File: config.mk
export PLATFORM = sky130hd
export DESIGN_NAME = pipe_stage_reg
export DESIGN_NICKNAME = d
export VERILOG_FILES = /design/src/rtl/pipe_pkg.sv /design/src/rtl/sat_counter.sv /design/src/rtl/pipe_stage_reg.sv
export SDC_FILE = /design/constraint.sdc
export NUM_CORES = 1
export LEC_CHECK = 0
export CORE_AREA = 8 8 220 222
export CTS_CLUSTER_DIAMETER = 100
export DETAILED_ROUTE_END_ITERATION = 7
export DIE_AREA = 0 0 228 230
export GPL_ROUTABILITY_DRIVEN = 0
export PLACE_DENSITY = 0.6
export SKIP_CTS_REPAIR_TIMING = 1
export SLEW_MARGIN = 15
export SYNTH_ARGS = -nofsm -noshare
export SYNTH_HDL_FRONTEND = slang
export SYNTH_SLANG_ARGS = --single-unit
File: constraint.sdc
create_clock -name clk -period 4.2 [get_ports clk]
set_clock_uncertainty 0.1 [all_clocks]
set_input_delay 0.84 -clock clk [delete_from_list [all_inputs] [get_ports clk]]
set_output_delay 0.84 -clock clk [all_outputs]
set_load 0.005 [all_outputs]
File: src/rtl/pipe_pkg.sv
// Shared constants for the five-stage pipeline: stall vector width, stage
// indices, payload/scratch field layout and the stage-register operation decode.
package pipe_pkg;

  localparam int PIPE_STALL_W = 6;

  // Stage indices, also the bit positions in the stall vector
  localparam int STAGE_PC  = 0;
  localparam int STAGE_IF  = 1;
  localparam int STAGE_ID  = 2;
  localparam int STAGE_EX  = 3;
  localparam int STAGE_MEM = 4;
  localparam int STAGE_WB  = 5;

  localparam logic [5:0] OP_NOP = 6'b000000;

  // IF/ID boundary payload: fetched PC and instruction word
  localparam int IFID_PC_LSB   = 0;
  localparam int IFID_PC_W     = 32;
  localparam int IFID_INST_LSB = 32;
  localparam int IFID_INST_W   = 32;

  // ID/EX, EX/MEM and MEM/WB boundaries share one layout; fields a stage
  // does not use yet are carried as zero. Opcode and wreg sit at the bottom
  // so an all-zero payload is a NOP that writes no register.
  localparam int PL_OPCODE_LSB   = 0;
  localparam int PL_OPCODE_W     = 6;
  localparam int PL_WREG_BIT     = 6;
  localparam int PL_WADDR_LSB    = 7;
  localparam int PL_WADDR_W      = 5;
  localparam int PL_WDATA_LSB    = 12;
  localparam int PL_WDATA_W      = 32;
  localparam int PL_HI_LSB       = 44;
  localparam int PL_HI_W         = 32;
  localparam int PL_LO_LSB       = 76;
  localparam int PL_LO_W         = 32;
  localparam int PL_CP0_WE_BIT   = 108;
  localparam int PL_CP0_ADDR_LSB = 109;
  localparam int PL_CP0_ADDR_W   = 5;
  localparam int PL_CP0_DATA_LSB = 114;
  localparam int PL_CP0_DATA_W   = 32;
  localparam int PL_TAG_LSB      = 146;
  localparam int PL_TAG_W        = 14;
  localparam int PL_W            = 160;

  // Iterative-op scratch (MADD/MSUB accumulation, DIV partial state)
  localparam int SC_HILO_LSB      = 0;
  localparam int SC_HILO_W        = 64;
  localparam int SC_MADD_STAT_LSB = 64;
  localparam int SC_MADD_STAT_W   = 2;
  localparam int SC_DIV_STAT_LSB  = 66;
  localparam int SC_DIV_STAT_W    = 2;
  localparam int SC_REM_LSB       = 68;
  localparam int SC_REM_W         = 16;
  localparam int SC_QUO_LSB       = 84;
  localparam int SC_QUO_W         = 16;
  localparam int SC_SHIFT_CNT_LSB = 100;
  localparam int SC_SHIFT_CNT_W   = 4;
  localparam int SC_W             = 104;

  // What the stage register does on a given edge
  typedef enum logic [2:0] {
    STG_RESET   = 3'd0,
    STG_FLUSH   = 3'd1,
    STG_BUBBLE  = 3'd2,
    STG_ADVANCE = 3'd3,
    STG_HOLD    = 3'd4
  } stg_op_e;

  // rst > flush > bubble > advance > hold. su=0 always advances, so the
  // illegal su=0/sd=1 pattern lands on the advance path.
  function automatic stg_op_e stg_op_decode(input logic rst, input logic flush,
                                            input logic su, input logic sd);
    stg_op_e op;
    if (rst)            op = STG_RESET;
    else if (flush)     op = STG_FLUSH;
    else if (su && !sd) op = STG_BUBBLE;
    else if (!su)       op = STG_ADVANCE;
    else                op = STG_HOLD;
    return op;
  endfunction

endpackage

File: src/rtl/sat_counter.sv
// Saturating up-counter with synchronous clear; sticks at all-ones.
module sat_counter #(
  parameter int CNT_W = 16
) (
  input  logic             clk,
  input  logic             rst,
  input  logic             clr,
  input  logic             inc,
  output logic [CNT_W-1:0] count
);

  // Clear wins over increment; at all-ones the increment is dropped
  always_ff @(posedge clk) begin
    if (rst || clr) begin
      count <= '0;
    end else if (inc && (count != {CNT_W{1'b1}})) begin
      count <= count + 1'b1;
    end
  end

endmodule

File: src/rtl/pipe_stage_reg.sv
// Inter-stage pipeline register: payload, valid and iterative-op scratch
// across one stage boundary, with flush, bubble/hold handling and
// saturating bubble/hold/flush event counters.
module pipe_stage_reg
  import pipe_pkg::*;
#(
  parameter int                   PAYLOAD_W       = 160,
  parameter int                   SCRATCH_W       = 104,
  parameter logic [PAYLOAD_W-1:0] NOP_PAYLOAD     = '0,
  parameter int                   STALL_W         = pipe_pkg::PIPE_STALL_W,
  parameter int                   STAGE_IDX       = pipe_pkg::STAGE_EX,
  parameter bit                   CAPTURE_ON_HOLD = 1'b1,
  parameter int                   CNT_W           = 16
) (
  input  logic                 clk,
  input  logic                 rst,
  input  logic [STALL_W-1:0]   stall_i,
  input  logic                 flush_i,
  input  logic                 cnt_clr_i,
  input  logic [PAYLOAD_W-1:0] in_payload,
  input  logic                 in_valid,
  input  logic [SCRATCH_W-1:0] in_scratch,
  output logic [PAYLOAD_W-1:0] out_payload,
  output logic                 out_valid,
  output logic [SCRATCH_W-1:0] out_scratch,
  output logic [CNT_W-1:0]     bubble_cnt,
  output logic [CNT_W-1:0]     hold_cnt,
  output logic [CNT_W-1:0]     flush_cnt
);

  logic    su;
  logic    sd;
  logic    unused_stall;
  stg_op_e op;

  assign su = stall_i[STAGE_IDX];

  // The last stage has no consumer, so it can never be held from below
  generate
    if (STAGE_IDX == STALL_W - 1) begin : g_last_stage
      assign sd = 1'b0;
    end else begin : g_mid_stage
      assign sd = stall_i[STAGE_IDX+1];
    end
  endgenerate

  // Only two stall bits matter at this boundary
  assign unused_stall = ^stall_i;

  // Per-edge operation select
  always_comb begin
    op = stg_op_decode(rst, flush_i, su, sd);
  end

  // Payload, valid and scratch update
  always_ff @(posedge clk) begin
    case (op)
      STG_RESET, STG_FLUSH: begin
        // Zeroing scratch aborts any MADD/DIV in flight; it restarts upstream
        out_payload <= NOP_PAYLOAD;
        out_valid   <= 1'b0;
        out_scratch <= '0;
      end
      STG_BUBBLE: begin
        // Upstream iterates in place: feed its partial state back each cycle
        out_payload <= NOP_PAYLOAD;
        out_valid   <= 1'b0;
        out_scratch <= in_scratch;
      end
      STG_ADVANCE: begin
        out_payload <= in_payload;
        out_valid   <= in_valid;
        out_scratch <= '0;
      end
      default: begin
        if (CAPTURE_ON_HOLD) begin
          out_scratch <= in_scratch;
        end
      end
    endcase
  end

  sat_counter #(.CNT_W(CNT_W)) u_bubble_cnt (
    .clk   (clk),
    .rst   (rst),
    .clr   (cnt_clr_i),
    .inc   (op == STG_BUBBLE),
    .count (bubble_cnt)
  );

  sat_counter #(.CNT_W(CNT_W)) u_hold_cnt (
    .clk   (clk),
    .rst   (rst),
    .clr   (cnt_clr_i),
    .inc   (op == STG_HOLD),
    .count (hold_cnt)
  );

  sat_counter #(.CNT_W(CNT_W)) u_flush_cnt (
    .clk   (clk),
    .rst   (rst),
    .clr   (cnt_clr_i),
    .inc   (op == STG_FLUSH),
    .count (flush_cnt)
  );

  // The stall controller must never stall the consumer while the producer runs
  a_legal_stall : assert property (@(posedge clk) disable iff (rst) !(sd && !su));

endmodule
==> flow_summary.toml, run 1 <==
[pwr]
powerDensity_nw_per_um2 = 362
vdd_drop_max_mv = 0.295
leakage_nw = 7.04

[clock_network]
max-clock-path-buffers = 3
path_clk_slew_ns = 0.06
h-tree-depth = 2
clock_sinks = 313
cts_tree = "done"
numCtsBuffers = 36
clk_latency_ns = 0.54
cts-root-buf = "clkbuf_16"

[die]
pin_count = 588
core_sq_um = 44900
die_x_um = 228
die_y_um = 230
die_area_sq_um = 52400
initial_core_util_pct = 25.0
rows = 78

[yosys]
syn_avg_cell_area_sq_um = 13.0
seq_area_frac_synth_pct = 70.2
syn_inst = 863
yosysWarningCount = 0
synth_seq_cells = 313
ys_types = 45
netlist_area_sq_um = 11200
synth_nets = 1141

[layout]
fin_nets = 1735
syn_to_final_growth_pct = 68.3
final_cells = 2085
n_antenna_cell = 0
drive_above_1_share_pct = 4.38
final_area_sq_um = 18900
final_cell_mix = "583 x clkdlybuf4s50_1, 266 x and2_1, 161 x edfxtp_1"
final_common_cell = "clkdlybuf4s50_1"

[setup_path]
worst_ep_required_time_ns = 4.55
crit_type = "primary input to flip-flop"
cp_max_fo = 9
timing.rr.start = "u_hold_cnt.count[0]$_SDFFE_PP0P_"
cp-end-kind = "flip-flop"
cp-start-kind = "primary input"
cp.arrival_ns = 3.15
crit_start = "flush_i"

[timing]
fmax_mhz = 358
max-slew-margin-rel_pct = 26.0
rsz0062_at_grt = "no"
setup-violations-final = 0
min_period_ns = 2.79
maxSlewViolCount = 0
finalHoldViolations = 0
worst_slew_pin_slew_ns = 1.11
post-route-period-util_pct = 66.5
setup_tns_ns = 0

[global_route]
grt_start_max_net_pins = 166
grt_pass1_vias = 9024
antenna_found_initial = 4
track_usage_pct = 14.8
grt_pass1_wl_mm = 60.1
grt_overflow = 0

[route]
vias_per_cell = 4.27
drc = 0
wl_per_cell_um = 19.5
wl_mm = 40.7
drt.antenna.violating_nets = 0
dr.pass1.iters = 4
drt_iter0_markers = 425
vias = 8911

[place]
dp_hpwl_mm = 31.2
io_buffers = 583
dpl.cell_count = 2019
placed_cell_area_sq_um = 17800

[min_path]
hold_start = "u_bubble_cnt.count[10]$_SDFFE_PP0P_"
hp-class = "flip-flop to flip-flop"

[run]
cap_violations = 0

[status]
status = "complete, no violations"
[kinds of logic after synthesis]
group | Yosys count | synth area share, %
multiplexers | 6 | 0.536
XOR/XNOR | 1 | 0.0781
buffers and inverters | 45 | 1.54
AND/OR/NAND/NOR | 414 | 22.5
adder cells (fa/ha/maj) | 3 | 0.335
AO/OA/AOI/OAI | 81 | 4.80
flip-flops | 313 | 70.2
[final timing paths]
path                                                            end  slack (ns)  cells past startpoint
worst min register to register  u_bubble_cnt.count[10]$_SDFFE_PP0P_        0.42                      2
worst max-delay path              u_hold_cnt.count[11]$_SDFFE_PP0P_        1.41                      6
worst max register to register     u_hold_cnt.count[2]$_SDFFE_PP0P_        2.04                      5
worst min-delay path            u_bubble_cnt.count[10]$_SDFFE_PP0P_        0.42                      2
[critical path, stage by stage]
cell and delay (ns):
clkdlybuf4s50_1 0.57, and4bb_4 0.49, inv_6 0.04, or3_1 0.49, or4_1 0.52, a21oi_1 0.18
[state kept, by name, summed over array words and instances (netlist names)]
signal / count
out_payload: 160
out_scratch: 104
u_bubble_cnt.count: 16
u_flush_cnt.count: 16
u_hold_cnt.count: 16
out_valid: 1
[per-stage QoR]
step	hold WS (ns)	utilization (%)	setup slack [ns]	total power [mW]
after floorplan	0.380	-	1.05	3.51
after global placement	0.398	39.6	0.927	4.03
after detailed placement	0.415	39.6	0.900	4.03
after CTS	0.425	42.0	1.46	6.97
after global routing	0.457	42.0	1.31	7.12
final	0.424	42.0	1.41	6.83
[per-layer routing]
metal | wire length [um] | vias up | global-route usage [%]
li1 | - | 4259 | -
met1 | 15700 | 4198 | 16.6
met2 | 20300 | 405 | 25.8
met3 | 4050 | 43 | 6.56
met4 | 535 | 6 | 3.17
met5 | 41 | - | 0
[report_power, final]
| part | total, mW | internal (mW) | switching, mW |
|---|---|---|---|
| Combinational | 0.614 | 0.431 | 0.183 |
| Clock | 2.88 | 1.65 | 1.23 |
| Sequential | 3.34 | 3.31 | 0.0301 |
[cell usage after synthesis (all sizes together)]
cell type  count  area share [%]
o41ai          2            0.16
nand3         15            0.67
and3          10            0.56
dfxtp        152              27
a21oi         27             1.2
a211oi         2            0.13
o2111ai        1           0.078
clkbuf        36             1.2
ha             3            0.33
nand4         19             1.1
a31oi          9            0.50
a21boi         1           0.067
nor2b          1           0.056
nor2          16            0.54
nand2         24            0.80
or3           14            0.78
nor4           7            0.39
o21a           2            0.13
o21ai         10            0.45
and2         266              15
nor3b          1           0.067
a41o           8            0.71
a311oi         3            0.23
nor4b          1           0.078
nand4b         1           0.078
or4           16             1.1
o31ai         13            0.87
edfxtp       161              43
or2            2            0.11
o311ai         2            0.16
or2b           1           0.067
xor2           1           0.078
o2111a         1            0.10
and4b          1           0.089
and4bb         1            0.15
and4           6            0.47
nor3          10            0.45
inv            7            0.26
buf            2           0.078
or4b           1           0.089
mux2i          6            0.54
nand3b         1           0.067
[layout make-up]
type                    instances  area (sq um)
clock buffers                  51           988
clock inverters                15          80.1
fillers                      4250         26000
well taps                     600           751
multi-input cells             505          3190
repair buffers                594          5960
inverters                       7          31.3
flip-flops and latches        313          7880
Power figures use the tool's default switching activity.
==> run 2: changes to the inputs <==
- PLACE_DENSITY: 0.6 -> 0.62
- clock period: 4.2 -> 2.47 ns (I/O delays scaled with it)
==> run 2 against run 1 <==
Against the previous run:
- first-iteration DRC count up 26%
- die area is the same
- hold slack got worse by 0.011 ns
- count of clock-buffer cells in the layout increased by 5
- via count increased by 0.91%
- combinational power up 76%
- non-clock buffer count grew 37
- final area increased by 2.6%
- flip-flop and latch count unchanged
- sequential share of layout area is 1.1 points lower
==> flow_summary.toml, run 2 (same netlist as run 1, synthesis figures left out) <==
[clock_network]
cts_tree = "done"
cts-root-buf = "clkbuf_16"
max-clock-path-buffers = 3
clock_sinks = 313
clk_latency_ns = 0.53
numCtsBuffers = 38
path_clk_slew_ns = 0.06
h-tree-depth = 2

[setup_path]
slowest_stage = "clkdlybuf4s50_1"
cp.arrival_ns = 1.62
crit_type = "flip-flop to output port"
max_stage_delay_ns = 0.61
reg2regPathDepth = 4
worst_ep_required_time_ns = 1.88
cp-end-kind = "output port"
cp_max_fo = 8
critical-path-top-delay-family = "buffers and inverters"
crit_cells = 1
rrSetupSlack_ns = 0.45
path_cells = "clkdlybuf4s50_1"
critPathBufInv = 1
cp-start-kind = "flip-flop"

[timing]
setup_slack_ns = 0.260
setup_tns_ns = 0
max-slew-margin-rel_pct = 56.3
setup-violations-final = 0
post-route-period-util_pct = 89.5
rsz0062_at_grt = "no"
hold_ws_ns = 0.414
worst_slew_pin_slew_ns = 0.650
fmax_mhz = 453
min_period_ns = 2.21
maxSlewViolCount = 0
finalHoldViolations = 0

[place]
placed_cell_area_sq_um = 18100
io_buffers = 583
dp_hpwl_mm = 32.5
place_ws_ns = -0.213
dpl.cell_count = 2056

[route]
drt.antenna.violating_nets = 0
drt_iter0_markers = 536
dr.pass1.iters = 4
vias_per_cell = 4.23
vias = 8992
wl_mm = 41.5
wl_per_cell_um = 19.5
drc = 0

[layout]
drive_above_1_share_pct = 6.90
register_area_sq_um = 7880
fin_nets = 1774
final_core_util_pct = 43.1
reg.largest.list = "out_payload (160), out_scratch (104)"
n_fill_cell = 4167
final_cell_mix = "583 x clkdlybuf4s50_1, 266 x and2_1, 161 x edfxtp_1"
final_common_cell = "clkdlybuf4s50_1"
regMostFlops = "out_payload"
multi_input_area_sq_um = 3170
syn_to_final_growth_pct = 72.7
final_area_sq_um = 19400
final_cells = 2124
largest_reg_flops = 160

[die]
initial_core_util_pct = 25.0
die_x_um = 228
rows = 78
pin_count = 588
die_y_um = 230
die_area_sq_um = 52400
core_sq_um = 44900

[status]
status = "complete, no violations"

[pwr]
vdd_drop_max_mv = 0.428
total_power_mw = 12.2
leakage_nw = 7.32
powerDensity_nw_per_um2 = 632

[global_route]
track_usage_pct = 15.0
grt_pass1_wl_mm = 60.4
antenna_found_initial = 7
grt_start_max_net_pins = 105
grt_overflow = 0
grt_pass1_vias = 9231

[min_path]
hp-class = "primary input to flip-flop"
whs_path_depth = 2

[run]
cap_violations = 0
run 2: cell types whose count changed in the layout (fill, tap and decap cells not counted), sizes merged:
cell	delta
clkinvlp	-1
inv	-1
bufinv	+3
diode	+3
clkinv	-7
clkbuf	+5
buf	+37
run 2: path summary, 6_finish.rpt:
| path | endpoint | startpoint |
|---|---|---|
| setup / recovery | flush_cnt[2] | u_flush_cnt.count[2]$_SDFFE_PP0P_ |
| hold / removal | out_scratch[59]$_SDFF_PP0_ | in_scratch[59] |
| setup reg to reg | u_hold_cnt.count[15]$_SDFFE_PP0P_ | u_hold_cnt.count[4]$_SDFFE_PP0P_ |
| hold reg to reg | u_bubble_cnt.count[7]$_SDFFE_PP0P_ | u_bubble_cnt.count[7]$_SDFFE_PP0P_ |
run 2: cell type report:
cell class                      count  share of cell area [%]
Sequential cell                   313                    40.7
Inverter                            7                   0.220
Clock buffer                       56                    5.63
Timing Repair Buffer              631                    32.5
Clock inverter                      9                   0.646
Tap cell                          600                    3.88
Multi-Input combinational cell    505                    16.4
Antenna cell                        3                  0.0388
run 2: power breakdown:
part,switching (mW),internal [mW],total (mW),leakage (nW)
Combinational,0.320,0.759,1.08,3.59
Sequential,0.0521,5.63,5.69,3.14
Clock,2.12,3.36,5.47,0.591
Total,2.49,9.75,12.2,7.32
run 2: metal layers:
| layer | track usage (%) | share of wire, % |
|---|---|---|
| met5 | 0 | 0.099 |
| met4 | 5.23 | 2.4 |
| met1 | 16.4 | 38 |
| met2 | 25.9 | 50 |
| met3 | 6.39 | 9.7 |
